===== src/rtl/cpu_pkg.sv =====
// cpu_pkg: shared opcode, phase and sequencer-state definitions for the CPU controller slice.
package cpu_pkg;
   localparam int DEF_OP_W   = 3;
   localparam int DEF_ADDR_W = 5;
   typedef enum logic [2:0] {HLT, SKZ, ADD, AND, XOR, LDA, STO, JMP} opcode_t;
   localparam logic [2:0] PH_INST_ADDR  = 3'd0;
   localparam logic [2:0] PH_INST_FETCH = 3'd1;
   localparam logic [2:0] PH_INST_LOAD  = 3'd2;
   localparam logic [2:0] PH_IDLE       = 3'd3;
   localparam logic [2:0] PH_OP_ADDR    = 3'd4;
   localparam logic [2:0] PH_OP_FETCH   = 3'd5;
   localparam logic [2:0] PH_ALU_OP     = 3'd6;
   localparam logic [2:0] PH_STORE      = 3'd7;
   typedef enum logic {RUN, HALTED} seq_state_t;
endpackage


===== src/rtl/cpu_ir_reg.sv =====
// cpu_ir_reg: instruction register and accumulator-zero flag with their load qualification.
module cpu_ir_reg import cpu_pkg::*; #(
   parameter int DATA_W = 8
) (
   input  logic              clk,
   input  logic              rst_n,
   input  logic              en_i,
   input  logic [2:0]        phase_i,
   input  logic              ld_ir_i,
   input  logic              ld_ac_i,
   input  logic              alu_zero_i,
   input  logic [DATA_W-1:0] data_i,
   output logic [DATA_W-1:0] ir_o,
   output logic              zero_o
);
   logic [DATA_W-1:0] ir_q, ir_d;
   logic              zero_q, zero_d;
   // en_i is only high while running and not halted, so halted cycles ignore both loads
   always_comb begin
      ir_d   = (en_i && ld_ir_i && (phase_i == PH_INST_LOAD || phase_i == PH_IDLE)) ? data_i : ir_q;
      zero_d = (en_i && ld_ac_i) ? alu_zero_i : zero_q;
   end
   always_ff @(posedge clk or negedge rst_n) begin
      if (!rst_n) begin
         ir_q   <= '0;
         zero_q <= 1'b0;
      end else begin
         ir_q   <= ir_d;
         zero_q <= zero_d;
      end
   end
   assign ir_o   = ir_q;
   assign zero_o = zero_q;
endmodule


===== src/rtl/cpu_sequencer.sv =====
// cpu_sequencer: 8-phase instruction sequencer with halt/resume FSM, IR, zero flag
// and retired-instruction counter.
module cpu_sequencer import cpu_pkg::*; #(
   parameter int DATA_W = 8,
   parameter int OP_W   = DEF_OP_W,
   parameter int ADDR_W = DEF_ADDR_W,
   parameter int CNT_W  = 16
) (
   input  logic              clk,
   input  logic              rst_n,
   input  logic              run,
   input  logic              resume,
   input  logic [DATA_W-1:0] data_in,
   input  logic              ld_ir,
   input  logic              ld_ac,
   input  logic              alu_zero,
   input  logic              halt,
   output logic [2:0]        phase,
   output logic [OP_W-1:0]   opcode,
   output logic [ADDR_W-1:0] ir_addr,
   output logic              zero,
   output logic              halted,
   output logic [CNT_W-1:0]  instr_count
);
   seq_state_t        state_q, state_d;
   logic [2:0]        phase_q, phase_d;
   logic [CNT_W-1:0]  cnt_q, cnt_d;
   logic [DATA_W-1:0] ir;
   logic              active, retire;
   assign active = run && state_q == RUN;
   assign retire = active && phase_q == PH_STORE;
   // halt entry lands on phase 5 naturally; resume jumps straight to phase 6
   always_comb begin
      state_d = state_q;
      phase_d = phase_q;
      if (active) begin
         phase_d = phase_q + 3'd1;
         state_d = (halt && phase_q == PH_OP_ADDR) ? HALTED : RUN;
      end else if (run && resume) begin
         phase_d = PH_ALU_OP;
         state_d = RUN;
      end
      cnt_d = cnt_q + {{(CNT_W-1){1'b0}}, retire};
   end
   always_ff @(posedge clk or negedge rst_n) begin
      if (!rst_n) begin
         state_q <= RUN;
         phase_q <= PH_INST_ADDR;
         cnt_q   <= '0;
      end else begin
         state_q <= state_d;
         phase_q <= phase_d;
         cnt_q   <= cnt_d;
      end
   end
   cpu_ir_reg #(.DATA_W(DATA_W)) u_ir (
      .clk        (clk),
      .rst_n      (rst_n),
      .en_i       (active),
      .phase_i    (phase_q),
      .ld_ir_i    (ld_ir),
      .ld_ac_i    (ld_ac),
      .alu_zero_i (alu_zero),
      .data_i     (data_in),
      .ir_o       (ir),
      .zero_o     (zero)
   );
   assign phase       = phase_q;
   assign opcode      = ir[DATA_W-1 -: OP_W];
   assign ir_addr     = ir[ADDR_W-1:0];
   assign halted      = state_q == HALTED;
   assign instr_count = cnt_q;
endmodule


===== config.mk =====
export PLATFORM = sky130hd
export DESIGN_NAME = cpu_sequencer
export DESIGN_NICKNAME = d
export VERILOG_FILES = /design/src/rtl/cpu_pkg.sv /design/src/rtl/cpu_ir_reg.sv /design/src/rtl/cpu_sequencer.sv
export SDC_FILE = /design/constraint.sdc
export NUM_CORES = 1
export LEC_CHECK = 0
export BUFFER_PORTS_ARGS = -buffer_cell sky130_fd_sc_hd__buf_2
export CORE_ASPECT_RATIO = 0.5
export CORE_MARGIN = 1.5
export CORE_UTILIZATION = 49
export CTS_CLUSTER_DIAMETER = 60
export DETAILED_ROUTE_END_ITERATION = 12
export PLACE_DENSITY = 0.82
export SYNTH_ARGS = -nofsm -noshare
export SYNTH_HDL_FRONTEND = slang
export SYNTH_SLANG_ARGS = --single-unit

===== constraint.sdc =====
create_clock -name clk -period 2.1 [get_ports clk]
set_input_delay 0.315 -clock clk [delete_from_list [all_inputs] [get_ports clk]]
set_output_delay 0.315 -clock clk [all_outputs]
set_load 0.05 [all_outputs]

* After elaboration in Yosys (flattened, before gate mapping)
Cells that the tools add are included.
** Storage, ports and cells
- Memories kept :: 0
- Bits of input ports :: 16
- Output and inout port bits :: 29
- Memory bits (writable) :: 0
- Flip-flop bits (word level) :: 29
- Bits in read-only memories :: 0
- Logic and storage cells :: 26
- Latch bits :: 0
** Operators by class
- Muxes and demuxes :: 5
- Bitwise operators :: 1
- $mul :: 0
- Order comparisons :: 0
- Shift-type cells :: 0
- Add/subtract/negate cells :: 2
- Divide/modulo/power cells :: 0
- Reductions and logical operators :: 9
- Equal/unequal tests :: 4
** Operators with widths (number)
- 16-bit by 1-bit adder with 16-bit output :: 1
- 1-bit logical AND :: 7
- 3-bit by 2-bit == test with 1-bit output, second input constant :: 2
- 3-bit == test, second input constant :: 2
- 3-bit two-way mux :: 2
- 3-bit by 1-bit adder with 3-bit output, second input constant :: 1
- 1-bit two-way mux :: 3
- 2-bit nonzero test :: 1
- 1-bit logical OR :: 1
- 1-bit NOT :: 1

* Longest topological paths before layout
Gate-level depths: netlist of the first run.
- Depth in word-level cells :: 4
- Gate-level depth with buffers :: 8
- Depth with buffers taken out :: 8

* By module
From an unflattened synthesis of the first run, not the netlist that was laid out.
** Unflattened totals
- Cell total of the unflattened synthesis :: 98
- Area, all modules :: 1302.5 sq um
** Modules (own cells, without submodules)
- cpu_sequencer :: times used 1, sequential area each 500.5 sq um, area each 948.4 sq um, cells an instance 78
- cpu_ir_reg :: times used 1, sequential area each 225.2 sq um, area each 354.1 sq um, cells an instance 20

* Worst setup path after synthesis of the first run
OpenSTA, ideal clock, no wires.
- Kind :: flip-flop to flip-flop
- From :: register phase_q[1], in the netlist phase[1]
- To :: register cnt_q[8], in the netlist instr_count[8]
- Setup slack :: -0.152 ns
- Cell stages (with the launch flop) :: 9
- Data required time :: 1.958 ns
- Clock period less this slack :: 2.252 ns
- Buffers on the path :: 0
- Library setup time :: 0.142 ns
- Data arrival time :: 2.110 ns
- Cells stage by stage :: dfrtp_1 > ha_1 > ha_1 > and2_2 > ha_1 > ha_1 > and4_2 > nand4_1 > xnor2_1
** Between the ends
- Cells in the longest elaborated chain, start to end :: 3
** Ends and longest elaborated chain
- start: declaration :: line cpu_sequencer.sv:26 : logic [2:0] phase_q, phase_d;
- start signal: assignment :: line cpu_sequencer.sv:52 : phase_q <= phase_d;
- 3-bit == test :: line cpu_sequencer.sv:31 : assign retire = active && phase_q == PH_STORE;
- 1-bit logical AND :: line cpu_sequencer.sv:31
- 16-bit by 1-bit adder with 16-bit output :: line cpu_sequencer.sv:43 : cnt_d = cnt_q + {{(CNT_W-1){1'b0}}, retire};
- named net cnt_d[8] :: line cpu_sequencer.sv:27 : logic [CNT_W-1:0] cnt_q, cnt_d;
- end signal: assignment :: line cpu_sequencer.sv:53 : cnt_q <= cnt_d;
- end: declaration :: line cpu_sequencer.sv:27
The timed path passes the listed nets, and every way through them passes these cells.
A chain may end at the register's enable or synchronous reset.

* Worst setup path after layout of the first run
- From :: register phase_q[0], in the netlist phase[0]
- To :: register cnt_q[14], in the netlist instr_count[14]
Same word-level chain as after synthesis.

==> flow_metrics.tcl, run 1 <==
set metrics [dict create \
    status "finished, final reports clean" \
    use_met2 0.261 \
    startpoint_type "flop" \
    ys.flop_type "dfrtp_1" \
    cts.sinks 29 \
    io_buffers 44 \
    max_freq_mhz 511 \
    hold_path_class "primary input to async pin" \
    dieArea_mm2 0.00307 \
    clk_pin_slew_ps 60 \
    nFillCells 188 \
    grtUsageTotal 0.165 \
    core_area_mm2 0.00259 \
    dp_hpwl_mm 1.68 \
    worst_pin_slew_ps 629 \
    post-route-period-util 0.932 \
    path_class "flop to flop" \
    final_nets 173 \
    ys_warn_count 0 \
    dp_slack_ps 103 \
    power_per_cell_area_mw_per_mm2 1390 \
    skew_ps 1.64 \
    grt_use_met1 0.201 \
    grt_setup_unrepaired "false" \
    grt_pass1_vias 823 \
    worst_ep_arrival_time_ps 2160 \
    crit_required_ps 2300 \
    die_width_um 76.8 \
    insertion_delay_ps 280 \
    ioPinCount 45 \
    post_cts_buffers 0 \
    std_cell_rows 13 \
    synth.avg_cell_area_um2 13.5 \
    dp.cells 179 \
    drcViolationCount 0 \
    tritoncts "done" \
    grt_max_degree 30 \
    syn_nets 123 \
    fin_tns_setup_ps 0 \
    drt-initial-drc-count 21 \
    h-tree-depth 2 \
    placed_cell_area_mm2 0.00160 \
    first_pass_iters 4 \
    grt_antenna_before_repair 0 \
    grtUsageMet3 0.0651 \
    antenna_left 0 \
    cts-root-buf "clkbuf_8" \
    drive_above_1_share 0.467 \
    fp.dieH_um 39.9 \
    top_usage_layer "met2" \
    finalHoldViolCount 0 \
    post_drt_wl_per_cell_um 12.0 \
    num_vias 919 \
    instances_no_fill 187 \
    diodes 0 \
    synth.distinct_cells 29 \
    slew_headroom 0.581 \
    routabilityCongestion 0.767 \
    fin_util 0.658 \
    report.final.slew_viol_count 0 \
    async_flop_share 1.00 \
    yosysSeqAreaShare 0.544 \
    area_growth_pct 27.6 \
    synth-edff-count 0 \
    fin_area_mm2 0.00170 \
    synthesis.area_mm2 0.00134 \
    cts_resized 0 \
    drv_cap 0 \
    setup_violations 0 \
    crit_fanout 5 \
    ys_ff_latch 29 \
    cp-end-kind "flop" \
    overflow 0 \
    fin_crit_ps 1960 \
    cts_buffer_depth 2 \
    fin_ws_ps 142 \
    start_util 0.516 \
    cts_inserted_buffers 5 \
    avgViaCountPerCell 4.91 \
    wirelength_mm 2.25 \
    leakage_nw 0.885 \
    peakVddDrop_mv 0.894 \
    synth_cells 99 \
    grt_pass1_wl_mm 3.61 \
    holdBufCountCts 0 \
]
[cells in the mapped netlist, drive strengths merged (2+ instances only)]
| cell type | number | area (µm²) |
|---|---|---|
| dfrtp | 29 | 726 |
| nand3 | 5 | 37.5 |
| xnor2 | 10 | 87.6 |
| ha | 8 | 100 |
| and3 | 2 | 12.5 |
| and4 | 4 | 36.3 |
| nand2 | 3 | 11.3 |
| mux2 | 9 | 101 |
| inv | 4 | 15.0 |
| nand4 | 5 | 31.3 |
| xor2 | 4 | 35.0 |
| nor2b | 2 | 20.0 |
[critical path, cell delays in order, from the launching register on]
cell	delay, ps
dfrtp_2	430
ha_1	220
ha_1	180
and2_2	180
ha_1	230
ha_2	210
and4_2	220
nand4_1	110
xnor2_1	120
[cells in the final DEF, fill, tap and decap left out, types with 4 or more instances in the layout]
| master | synthesis | routed |
|---|---|---|
| nand4_1 | 5 | 5 |
| buf_2 | 0 | 44 |
| clkbuf_8 | 0 | 7 |
| xor2_1 | 4 | 4 |
| mux2_2 | 9 | 9 |
| dfrtp_1 | 29 | 27 |
| nand3_1 | 4 | 4 |
| ha_1 | 8 | 7 |
| xnor2_1 | 10 | 10 |
| inv_1 | 4 | 4 |
[kinds of logic (layout without fill, tap and decap cells)]
group,after synthesis,after routing,synth area share
simple gates,27,27,0.145
compound gates,6,6,0.0459
fa+ha+maj,8,8,0.0750
buf+inv,5,56,0.0150
mux,10,10,0.0834
xor+xnor,14,14,0.0918
flops,29,29,0.544
[path summary, 6_finish.rpt]
check / from / end / slack (ps) / cells after the start
min reg2reg: instr_count[15]$_DFF_PN0_ / instr_count[15]$_DFF_PN0_ / 460 / 1
max reg2reg: phase[0]$_DFFE_PN0P_ / instr_count[14]$_DFF_PN0_ / 140 / 8
max in group asynchronous: rst_n / phase[1]$_DFFE_PN0P_ / 1600 / 1
min in group clk: resume / halted$_DFFE_PN0P_ / 240 / 2
max: phase[0]$_DFFE_PN0P_ / instr_count[14]$_DFF_PN0_ / 140 / 8
min: rst_n / instr_count[15]$_DFF_PN0_ / 50 / 1
[per-layer routing]
layer | vias to the layer above | wire length, µm | part of all wire
li1 | 456 | - | -
met1 | 441 | 1010 | 0.45
met2 | 17 | 1090 | 0.48
met3 | 5 | 103 | 0.046
met4 | 0 | 44 | 0.020
met5 | - | 0 | 0
[stage by stage]
stage | total power, mW | hold slack, ps
final | 2.37 | 50.6
after global routing | 2.51 | 95.6
after CTS | 2.41 | 68.9
after detailed placement | 1.90 | 371
after global placement | 1.88 | 370
after floorplan | 1.66 | 19.4
[state kept, by name, summed over array words and instances, names as in the netlist]
register / flops
u_ir.ir_o: 8
halted: 1
phase: 3
instr_count: 16
u_ir.zero_o: 1
[power by group]
group	leakage, nW	internal (mW)	switching (mW)
Sequential	0.371	0.717	0.146
Clock	0.0542	0.295	0.202
Combinational	0.459	0.283	0.732
[area by class of cell]
class                      instances  area [µm²]  share of cell area
clock buffer                       7        96.3              0.0566
multi-input combinational         65         592               0.348
tap                               37        46.3              0.0272
sequential                        29         728               0.428
clock inverter                     1        5.00             0.00294
inverter                           4        15.0             0.00882
timing repair buffer              44         220               0.129
Note: power is estimated with default switching activity, not from simulation.
==> inputs of run 2 (changes only) <==
--- a/config.mk
+++ b/config.mk
@@ -8,10 +8,11 @@
 export BUFFER_PORTS_ARGS = -buffer_cell sky130_fd_sc_hd__buf_2
 export CORE_ASPECT_RATIO = 0.5
 export CORE_MARGIN = 1.5
-export CORE_UTILIZATION = 49
+export CORE_UTILIZATION = 51
+export CTS_BUF_LIST = sky130_fd_sc_hd__clkbuf_4 sky130_fd_sc_hd__clkbuf_8
 export CTS_CLUSTER_DIAMETER = 60
 export DETAILED_ROUTE_END_ITERATION = 12
-export PLACE_DENSITY = 0.82
+export PLACE_DENSITY = 0.85
 export SYNTH_ARGS = -nofsm -noshare
 export SYNTH_HDL_FRONTEND = slang
 export SYNTH_SLANG_ARGS = --single-unit
==> flow_metrics.tcl, run 2 (synthesis results as in run 1) <==
set metrics [dict create \
    status "finished, final reports clean" \
    routabilityCongestion 0.783 \
    avgViaCountPerCell 5.25 \
    final_nets 173 \
    drv_cap 0 \
    post-route-period-util 0.945 \
    report.final.slew_viol_count 0 \
    cpPeakStageDelay_ps 400 \
    post_drt_wl_per_cell_um 15.1 \
    worst_ep_arrival_time_ps 2140 \
    dp_slack_ps 86.5 \
    core_area_mm2 0.00234 \
    mostFrequentLayoutCells "buf_2, dfrtp_1, xnor2_1, mux2_2" \
    std_cell_rows 12 \
    overflow 0 \
    fp.dieH_um 39.2 \
    crit_required_ps 2260 \
    post_cts_buffers 0 \
    cts_resized 0 \
    grt_pass1_vias 911 \
    grt_max_degree 30 \
    wirelength_mm 2.79 \
    dieArea_mm2 0.00295 \
    holdBufCountCts 0 \
    dp.cells 177 \
    cts_buffer_depth 2 \
    cp_top_family "adder cells" \
    fin_util 0.725 \
    crit_fanout 5 \
    fin_crit_ps 1980 \
    io_buffers 44 \
    grt_pass1_wl_mm 4.13 \
    cts_inserted_buffers 5 \
    slew_headroom 0.579 \
    cp-end-kind "flop" \
    instances_no_fill 185 \
    grtUsageTotal 0.206 \
    power_per_cell_area_mw_per_mm2 1420 \
    num_vias 972 \
    drt-initial-drc-count 44 \
    crit_chain "ha_1, ha_1, and2_2, ha_2, ha_2, and4_2, nand4_1, xnor2_1" \
    antenna_left 0 \
    cts.sinks 29 \
    worst_pin_slew_ps 632 \
    path_class "flop to flop" \
    nFillCells 173 \
    start_util 0.570 \
    dp_hpwl_mm 1.99 \
    ioPinCount 45 \
    tritoncts "done" \
    multiInputGateArea_um2 594 \
    grt_setup_unrepaired "false" \
    max_freq_mhz 504 \
    setup_violations 0 \
    largest_reg_flops 16 \
    first_pass_iters 4 \
    regArea_um2 728 \
    die_width_um 75.4 \
    startpoint_type "flop" \
    finalHoldViolCount 0 \
    hold_path_class "primary input to async pin" \
    fin_ws_ps 116 \
    cts-root-buf "clkbuf_8" \
    insertion_delay_ps 280 \
    leakage_nw 0.881 \
    critical_path.slowest_cell "dfrtp_2" \
    drcViolationCount 0 \
    skew_ps 6.36 \
    peakVddDrop_mv 0.939 \
    fin_tns_setup_ps 0 \
    final_common_cell "buf_2" \
    drive_above_1_share 0.473 \
    grt_antenna_before_repair 0 \
    h-tree-depth 2 \
    diodes 0 \
    clk_pin_slew_ps 60 \
    area_growth_pct 27.3 \
    critical_path_buf_inv_count 0 \
]
==> run 2: routing by layer <==
layer	vias to the layer above	share of wire	track usage
met5	-	0	0
met4	0	0.0068	0.0938
met3	4	0.056	0.0833
met2	41	0.54	0.366
met1	468	0.40	0.221
li1	459	-	-
==> run 2: layout make-up <==
type,instances,share of cell area
flip-flops and latches,29,0.429
inverters,4,0.00884
multi-input cells,65,0.350
well taps,35,0.0258
clock buffers,8,0.0574
repair buffers,44,0.130
==> run 2: final timing paths <==
| check | from | endpoint | slack, ps | cells after the start |
|---|---|---|---|---|
| max | phase[1]$_DFFE_PN0P_ | instr_count[8]$_DFF_PN0_ | 120 | 8 |
| min | rst_n | halted$_DFFE_PN0P_ | 50 | 1 |
| max reg2reg | phase[1]$_DFFE_PN0P_ | instr_count[8]$_DFF_PN0_ | 120 | 8 |
| min reg2reg | instr_count[15]$_DFF_PN0_ | instr_count[15]$_DFF_PN0_ | 470 | 1 |
| max in group asynchronous | rst_n | phase[1]$_DFFE_PN0P_ | 1610 | 1 |
| min in group clk | resume | halted$_DFFE_PN0P_ | 240 | 2 |
==> run 2: where the power goes <==
part	internal [mW]	switching (mW)	total (mW)
combinational	0.290	0.761	1.05
sequential	0.717	0.152	0.869
clock	0.292	0.197	0.490
==> run 2: metrics by stage <==
stage	hold WS [ps]	total power [mW]	cell area, µm²
4_1_cts	65.2	2.43	1690
6_report	46.8	2.41	1700
5_1_grt	93.5	2.52	1700
3_3_place_gp	368	1.88	1600
3_5_place_dp	372	1.93	1600
2_1_floorplan	19.4	1.66	1340
